File: src/rtl/agc_pipa_pkg.sv
// Shared definitions for the PIPA pulse generator: fault codes, axis states
// and the clamped add used by the per-axis pending accumulators.
package agc_pipa_pkg;

  localparam int W_DEF = 8;

  localparam logic [1:0] FLT_NONE = 2'b00;
  localparam logic [1:0] FLT_BOTH = 2'b01;
  localparam logic [1:0] FLT_SUPP = 2'b10;

  typedef enum logic {
    AX_QUIET = 1'b0,
    AX_PULSE = 1'b1
  } axis_state_e;

  // Symmetric clamp to +/-lim; the most negative code is never produced.
  function automatic int sat_add(input int a, input int b, input int lim);
    int s;
    s = a + b;
    if (s > lim) s = lim;
    else if (s < -lim) s = -lim;
    return s;
  endfunction

endpackage

File: src/rtl/pipa_axis_gen.sv
// One PIPA axis: signed pending count, pulse timer, idle rebalance phase and
// the fault overlay on the two pulse lines.
module pipa_axis_gen
  import agc_pipa_pkg::*;
#(
  parameter int W         = W_DEF,
  parameter int PULSE_LEN = 4,
  parameter int IDLE_ALT  = 1
) (
  input  logic                clk,
  input  logic                rst_,
  input  logic                load,
  input  logic signed [W-1:0] delta,
  input  logic                tick,
  input  logic [1:0]          fault,
  output logic                pulse_p,
  output logic                pulse_m,
  output logic                idle,
  output logic                satf,
  output logic                ovrn,
  output axis_state_e         state_dbg
);

  localparam int         LIM  = (1 << (W - 1)) - 1;
  localparam logic [3:0] PL_V = 4'(PULSE_LEN);

  axis_state_e        state_q, state_d;
  logic [3:0]         timer_q, timer_d;
  logic signed [W-1:0] pend_q, pend_d;
  logic               phase_q, phase_d;
  logic               line_q, line_d;
  logic               alt_q, alt_d;
  logic               satf_q, satf_d;
  logic               ovrn_q, ovrn_d;

  int step;
  int add;
  int sum;
  int sat;

  always_comb begin
    state_d = state_q;
    timer_d = timer_q;
    phase_d = phase_q;
    line_d  = line_q;
    alt_d   = alt_q;
    satf_d  = satf_q;
    ovrn_d  = ovrn_q;
    step    = 0;
    case (state_q)
      AX_QUIET: begin
        if (tick) begin
          if (int'(pend_q) > 0) begin
            state_d = AX_PULSE; line_d = 1'b0; alt_d = 1'b0; step = 1; timer_d = PL_V;
          end else if (int'(pend_q) < 0) begin
            state_d = AX_PULSE; line_d = 1'b1; alt_d = 1'b0; step = -1; timer_d = PL_V;
          end else if (IDLE_ALT != 0) begin
            state_d = AX_PULSE; line_d = phase_q; phase_d = ~phase_q; alt_d = 1'b1;
            timer_d = PL_V;
          end
        end
      end
      AX_PULSE: begin
        // A tick landing on a live pulse is lost; the count is left alone.
        if (tick) ovrn_d = 1'b1;
        timer_d = timer_q - 4'd1;
        if (timer_q == 4'd1) state_d = AX_QUIET;
      end
      default: state_d = AX_QUIET;
    endcase

    // Tick step is taken before the load so a same-cycle load sees the drained count.
    add = 0;
    if (load) add = (int'(delta) < -LIM) ? -LIM : int'(delta);
    sum = int'(pend_q) - step + add;
    sat = sat_add(int'(pend_q) - step, add, LIM);
    if (sat != sum) satf_d = 1'b1;
    pend_d = W'(sat);
  end

  always_ff @(posedge clk) begin
    if (!rst_) begin
      state_q <= AX_QUIET;
      timer_q <= '0;
      pend_q  <= '0;
      phase_q <= 1'b0;
      line_q  <= 1'b0;
      alt_q   <= 1'b0;
      satf_q  <= 1'b0;
      ovrn_q  <= 1'b0;
    end else begin
      state_q <= state_d;
      timer_q <= timer_d;
      pend_q  <= pend_d;
      phase_q <= phase_d;
      line_q  <= line_d;
      alt_q   <= alt_d;
      satf_q  <= satf_d;
      ovrn_q  <= ovrn_d;
    end
  end

  logic raw_p;
  logic raw_m;

  always_comb begin
    raw_p = (state_q == AX_PULSE) && !line_q;
    raw_m = (state_q == AX_PULSE) && line_q;
    case (fault)
      FLT_BOTH: begin pulse_p = raw_p | raw_m; pulse_m = raw_p | raw_m; end
      FLT_SUPP: begin pulse_p = 1'b0;          pulse_m = 1'b0;          end
      FLT_NONE: begin pulse_p = raw_p;         pulse_m = raw_m;         end
      default:  begin pulse_p = raw_p;         pulse_m = raw_m;         end
    endcase
  end

  // Rebalance pulses are not real work, so they leave the axis idle.
  assign idle      = (pend_q == '0) && !((state_q == AX_PULSE) && !alt_q);
  assign satf      = satf_q;
  assign ovrn      = ovrn_q;
  assign state_dbg = state_q;

endmodule

File: src/rtl/pipa_pulse_gen.sv
// Three-axis PIPA pulse source. LOAD and TICK are single-cycle strobes with no
// backpressure: LOAD adds DX/DY/DZ in the cycle it is high, TICK offers each axis one pulse slot.
module pipa_pulse_gen
  import agc_pipa_pkg::*;
#(
  parameter int W         = W_DEF,
  parameter int PULSE_LEN = 4,
  parameter int IDLE_ALT  = 1
) (
  input  logic                CLOCK,
  input  logic                rst_,
  input  logic                LOAD,
  input  logic signed [W-1:0] DX,
  input  logic signed [W-1:0] DY,
  input  logic signed [W-1:0] DZ,
  input  logic                TICK,
  input  logic [5:0]          FAULT,
  output logic                PIPGXp,
  output logic                PIPGXm,
  output logic                PIPGYp,
  output logic                PIPGYm,
  output logic                PIPGZp,
  output logic                PIPGZm,
  output logic                IDLE,
  output logic                SATF,
  output logic                OVRN,
  output logic [2:0]          DBG_STATE
);

  logic [2:0]  idle_v;
  logic [2:0]  satf_v;
  logic [2:0]  ovrn_v;
  axis_state_e st_x, st_y, st_z;

  pipa_axis_gen #(.W(W), .PULSE_LEN(PULSE_LEN), .IDLE_ALT(IDLE_ALT)) u_axis_x (
    .clk(CLOCK), .rst_(rst_), .load(LOAD), .delta(DX), .tick(TICK), .fault(FAULT[1:0]),
    .pulse_p(PIPGXp), .pulse_m(PIPGXm), .idle(idle_v[0]), .satf(satf_v[0]),
    .ovrn(ovrn_v[0]), .state_dbg(st_x)
  );

  pipa_axis_gen #(.W(W), .PULSE_LEN(PULSE_LEN), .IDLE_ALT(IDLE_ALT)) u_axis_y (
    .clk(CLOCK), .rst_(rst_), .load(LOAD), .delta(DY), .tick(TICK), .fault(FAULT[3:2]),
    .pulse_p(PIPGYp), .pulse_m(PIPGYm), .idle(idle_v[1]), .satf(satf_v[1]),
    .ovrn(ovrn_v[1]), .state_dbg(st_y)
  );

  pipa_axis_gen #(.W(W), .PULSE_LEN(PULSE_LEN), .IDLE_ALT(IDLE_ALT)) u_axis_z (
    .clk(CLOCK), .rst_(rst_), .load(LOAD), .delta(DZ), .tick(TICK), .fault(FAULT[5:4]),
    .pulse_p(PIPGZp), .pulse_m(PIPGZm), .idle(idle_v[2]), .satf(satf_v[2]),
    .ovrn(ovrn_v[2]), .state_dbg(st_z)
  );

  assign IDLE      = &idle_v;
  assign SATF      = |satf_v;
  assign OVRN      = |ovrn_v;
  assign DBG_STATE = {st_z == AX_PULSE, st_y == AX_PULSE, st_x == AX_PULSE};

endmodule

File: config.mk
export PLATFORM = sky130hd
export DESIGN_NAME = pipa_pulse_gen
export DESIGN_NICKNAME = d
export VERILOG_FILES = /design/src/rtl/agc_pipa_pkg.sv /design/src/rtl/pipa_axis_gen.sv /design/src/rtl/pipa_pulse_gen.sv
export SDC_FILE = /design/constraint.sdc
export NUM_CORES = 1
export LEC_CHECK = 0
export ABC_AREA = 1
export BUFFER_PORTS_ARGS = -buffer_cell sky130_fd_sc_hd__buf_2
export CAP_MARGIN = 20
export CORE_ASPECT_RATIO = 1.25
export CORE_MARGIN = 2
export CORE_UTILIZATION = 25
export CTS_CLUSTER_DIAMETER = 50
export CTS_CLUSTER_SIZE = 28
export DETAILED_ROUTE_END_ITERATION = 12
export HOLD_SLACK_MARGIN = 0.1
export PLACE_DENSITY_LB_ADDON = 0.12
export SETUP_SLACK_MARGIN = 0.1
export SYNTH_ARGS = -nofsm -noshare
export SYNTH_HDL_FRONTEND = slang
export SYNTH_SLANG_ARGS = --single-unit
File: constraint.sdc
create_clock -name CLOCK -period 15.8 [get_ports CLOCK]
set_clock_uncertainty 0.1 [all_clocks]
set_input_delay 0.79 -clock CLOCK [delete_from_list [all_inputs] [get_ports CLOCK]]
set_output_delay 0.79 -clock CLOCK [all_outputs]
set_load 0.05 [all_outputs]
* Word-level counts from Yosys, hierarchy flattened
Cells that the tools add are included. Widths: inputs -> output; s select.
Cells by class: add/subtract/negate cells 9, magnitude comparators 15, equal/unequal tests 15, mux-type cells 53, bitwise logic cells 15, reductions and logical operators 36
Operators with widths (number):
- $mux 32 | 24
- $add 32x32->32 | 3
- $gt 32x8->1 const B | 3
- $lt 32x8->1 const B | 3
- $ne 32x32->1 | 3
- $sub 8x32->32 | 3
- $gt 8x1->1 const B | 3
- $logic_not 8->1 | 3
- $lt 8x1->1 const B | 3
- $lt 8x8->1 const B | 3
- $pmux 4 s2 | 3
- $pmux 1 s2 | 9
- $mux 1 | 16
- $eq 4x1->1 const B | 3
- $logic_and 1x1->1 | 12
- $not 1->1 | 12
- $reduce_and 2->1 | 6
- $reduce_and 4->1 | 3
- $sub 4x1->4 const B | 3
- $logic_not 1->1 | 9
- $eq 2x1->1 const B | 3
- $eq 2x2->1 const B | 3
- $ne 2x2->1 const B | 3
- $reduce_or 3->1 | 2
- 3 further kinds | 5
Word-level totals: register bits 54, input bits 34, word-level logic and storage cells 167

* Longest topological paths before layout
depth in word-level cells 11, depth in mapped cells 29, mapped depth without buffers 29

* Hierarchy
Synthesis repeated with hierarchy kept, for this count alone.
Second synthesis, totals: cells, all modules 916, area, all modules 6124.6 sq um
By module, submodules not included:
- pipa_axis_gen at u_axis_z | instances 1, cells each 307, area an instance 2059.5 sq um
- pipa_axis_gen at u_axis_x | instances 1, cells each 307, area an instance 2055.7 sq um
- pipa_axis_gen at u_axis_y | instances 1, cells each 290, area an instance 1950.6 sq um
- pipa_pulse_gen | instances 1, cells each 12, area an instance 58.8 sq um

* Worst setup path after synthesis
Ideal clock, no wire load.
kind input to register, start input port DZ[2], end register u_axis_z.satf_q (netlist: u_axis_z.satf), data arrival time 5.625 ns, path slack 9.948 ns, stages 26, buffers on the path 0, path through or4_1 > o41ai_1 > ha_1 > nor2_1 > inv_1 > nor2_1 > fa_1 > ha_1 > a21oi_1 > nand2_1 > nand2_1 > nand2_1 > a21oi_1 > inv_1 > fa_1 > or2_2 > nor4_1 > and3_1 > o2111ai_1 > ha_1 > nor2_1 > nand2_1 > nand2_1 > nand2_1 > nor2_1 > nor2_1
Between the ends: cells in the longest elaborated chain, start to end 8, elaborated cells on any way between the ends 9
Ends and longest elaborated chain:
- start: declaration | RTL line pipa_pulse_gen.sv:15 | input logic signed [W-1:0] DZ,
- $lt 8x8->1 | RTL line pipa_axis_gen.sv:74 | if (load) add = (int'(delta) < -LIM) ? -LIM : int'(delta);
- $mux 32 (*) (2 in a row) | RTL line pipa_axis_gen.sv:74
- $add 32x32->32 (*) | RTL line agc_pipa_pkg.sv:19, pipa_axis_gen.sv:75
- $lt 32x8->1 | RTL line agc_pipa_pkg.sv:21 | else if (s < -lim) s = -lim;
- $mux 32 | RTL line agc_pipa_pkg.sv:21
- $mux 32 | RTL line agc_pipa_pkg.sv:20 | if (s > lim) s = lim;
- $ne 32x32->1 (*) | RTL line pipa_axis_gen.sv:77 | if (sat != sum) satf_d = 1'b1;
- end signal: assignment | RTL line pipa_axis_gen.sv:98 | satf_q <= satf_d;
- end: declaration | RTL line pipa_axis_gen.sv:33 | logic satf_q, satf_d;
Every way passes the cells marked *; elsewhere a longest branch is shown, timed or not. A chain may end at the register's enable or synchronous reset.

* Worst setup path after layout
Ends and elaborated chain as after synthesis.

==> impl_metrics.toml <==
[clock_network]
post_cts_buffers = 0
path_clk_slew_ns = 0.07
root_buffer = "clkbuf_16"
cts_resized = 0
cts_max_level = 2
cts.sinks = 54
clk_path_buf_depth = 2
cts_hold_buf = 0
cts-buffers-inserted = 5
cts_tree = "built"
worstSkewPairLatency_ns = 0.29

[finish]
area_growth_pct = 11.6
insertedDiodeCount = 0
final_area_um2 = 6340
multiInputGateArea_um2 = 3880
seqCellArea_um2 = 1080
layout-drive-gt1-share = 0.0836
fillers = 2554
nNetsFinal = 1000

[drt]
drc = 0
vias = 5111
wl_per_cell_um = 12.5
drt-total-wl_um = 14400
ant_nets = 0
drtIter0Drc = 169
via_per_inst = 4.42
first_pass_iters = 4

[global_route]
gr-usage-met1 = 0.139
first_global_vias = 5217
grt_max_degree = 36
grt_pass1_wl_um = 24700
use_met3 = 0.0119
antenna_found_initial = 0
grt_usage = 0.123
grt_overflow = 0
globalRouteMet2Util = 0.249
busiest_layer = "met2"

[floorplanning]
initial_utilization = 0.255
fp.dieH_um = 173
core_area_um2 = 22300
die_area_um2 = 24000
io_pins = 46
die_width_um = 139
fp-row-count = 61

[timing]
fmax_mhz = 159
tightestPinTransition_ns = 0.646
drv_slew = 0
tns_ns = 0
hold_viol_final = 0
rsz0062_at_grt = "no"
slew-limit-headroom = 0.568
setup_viol = 0
finalCritPeriodShare = 0.398
min_period_ns = 6.29

[logic_synthesis]
ys.flop_type = "dfxtp_1"
yosys_warnings = 0
synth_nets = 959
netlist_instances = 832
synthTopCellsByArea = "dfxtp_1, fa_1, inv_1"
syn_area_um2 = 5680
syn_area_per_cell_um2 = 6.83
synth-seq-cells = 54
synth_most_common_cell = "inv_1"
ys_async_sr_fraction = 0
synth_cell_types = 42
netlist_top_cells_count = "inv_1, nand2_1, nor2_1"
synth.top_cell.area_share = 0.190
synth_top_area_cell = "dfxtp_1"
seq_area_frac_synth = 0.190
synth_edf_count = 0

[place]
port_buffers = 45
dpl.hpwl_um = 12400
gp_congestion = 0.766
place_area_um2 = 6200

[min_path]
hold_class = "reg -> reg"
hp-start = "u_axis_z.phase_q"

[setup_path]
critical_path_class = "in -> reg"
startpoint = "DZ[2]"
critical_path_required_ns = 15.87
end_kind = "flop"
cp_max_fo = 6
reg2reg_from = "u_axis_z.state_dbg"
crit_path_start_kind = "input pin"
cp.arrival_ns = 6.36

[job]
cap_violations = 0

[run_status]
status = "finished clean"
## cells by family (layout without fill, tap and decap cells)
group                      count (synthesis)  after routing  share of synthesized area
AOI/OAI and AO/OA                        112            112                      0.109
xor gates and xnor gates                   8              8                     0.0123
adders and majority gates                 93             93                      0.268
buffers and inverters                    188            229                      0.128
DFF                                       54             54                      0.190
and+or+nand+nor                          377            377                      0.292
## layout by cell type, fill, tap and decap left out, drive strengths merged
| cell type | n |
|---|---|
| a211oi | 1 |
| a21boi | 1 |
| a21oi | 59 |
| a311oi | 3 |
| a31oi | 10 |
| and2 | 1 |
| and3 | 2 |
| buf | 46 |
| clkbuf | 5 |
| clkinv | 1 |
| dfxtp | 54 |
| fa | 48 |
| ha | 45 |
| inv | 177 |
| nand2 | 167 |
| nand3 | 42 |
| nand3b | 9 |
| nand4 | 20 |
| nor2 | 106 |
| nor2b | 1 |
| nor3 | 6 |
| nor3b | 1 |
| nor4 | 8 |
| o2111ai | 1 |
| o21ai | 31 |
| o21bai | 2 |
| o311ai | 1 |
| o41ai | 3 |
| or2 | 11 |
| or3 | 1 |
| or4 | 2 |
| xnor2 | 5 |
| xor2 | 3 |
## critical path, stage by stage
cell and delay, ns:
buf_2 0.10, or4_1 0.52, o41ai_1 0.26, ha_1 0.30
nor2_1 0.24, inv_1 0.11, nor2_1 0.14, fa_1 0.43
ha_1 0.37, a21oi_1 0.16, nand2_1 0.13, nand2_1 0.11
nand2_1 0.07, a21oi_1 0.28, inv_1 0.09, fa_1 0.38
or2_2 0.30, nor4_1 0.40, and3_1 0.23, o2111ai_1 0.10
ha_1 0.36, nor2_1 0.14, nand2_1 0.07, nand2_1 0.07
nand2_1 0.04, nor2_1 0.09, nor2_1 0.04
## per-layer routing
layer	up-vias	share of wire
met3	8	0.014
met5	-	0
met4	0	0.0090
li1	2708	-
met1	2358	0.43
met2	37	0.55
## layout make-up
| class | count | share of cell area |
|---|---|---|
| sequential | 54 | 0.170 |
| clock inverter | 2 | 0.00217 |
| multi-input combinational | 590 | 0.611 |
| tap | 283 | 0.0558 |
| clock buffer | 5 | 0.0197 |
| timing repair buffer | 46 | 0.0367 |
| inverter | 176 | 0.104 |
## final timing paths
kind / depth (start not counted) / to / slack, ns
setup / recovery: 27 / u_axis_z.satf / 9.51
hold / removal: 1 / u_axis_z.phase_q / 0.35
setup reg to reg: 24 / u_axis_z.satf / 9.93
hold reg to reg: 1 / u_axis_z.phase_q / 0.35
## per-stage QoR
step                utilization  hold slack, ns  cells  setup slack [ns]
floorplan                     -           0.322    832              9.95
global placement          0.278           0.335   1149              9.19
detailed placement        0.278           0.339   1149              9.12
CTS                       0.285           0.349   1156              9.44
global route              0.285           0.365   1156              8.91
finish                    0.285           0.349   1156              9.51
## registers in the layout (all words and copies together), names as in the netlist, 4 cells and up
| signal | flops |
|---|---|
| u_axis_x.pend_q | 8 |
| u_axis_x.timer_q | 4 |
| u_axis_y.pend_q | 8 |
| u_axis_y.timer_q | 4 |
| u_axis_z.pend_q | 8 |
| u_axis_z.timer_q | 4 |
Power is left out: the tool's default activity adds up to more than one toggle a clock period on the data nets, which glitch-free logic cannot reach.
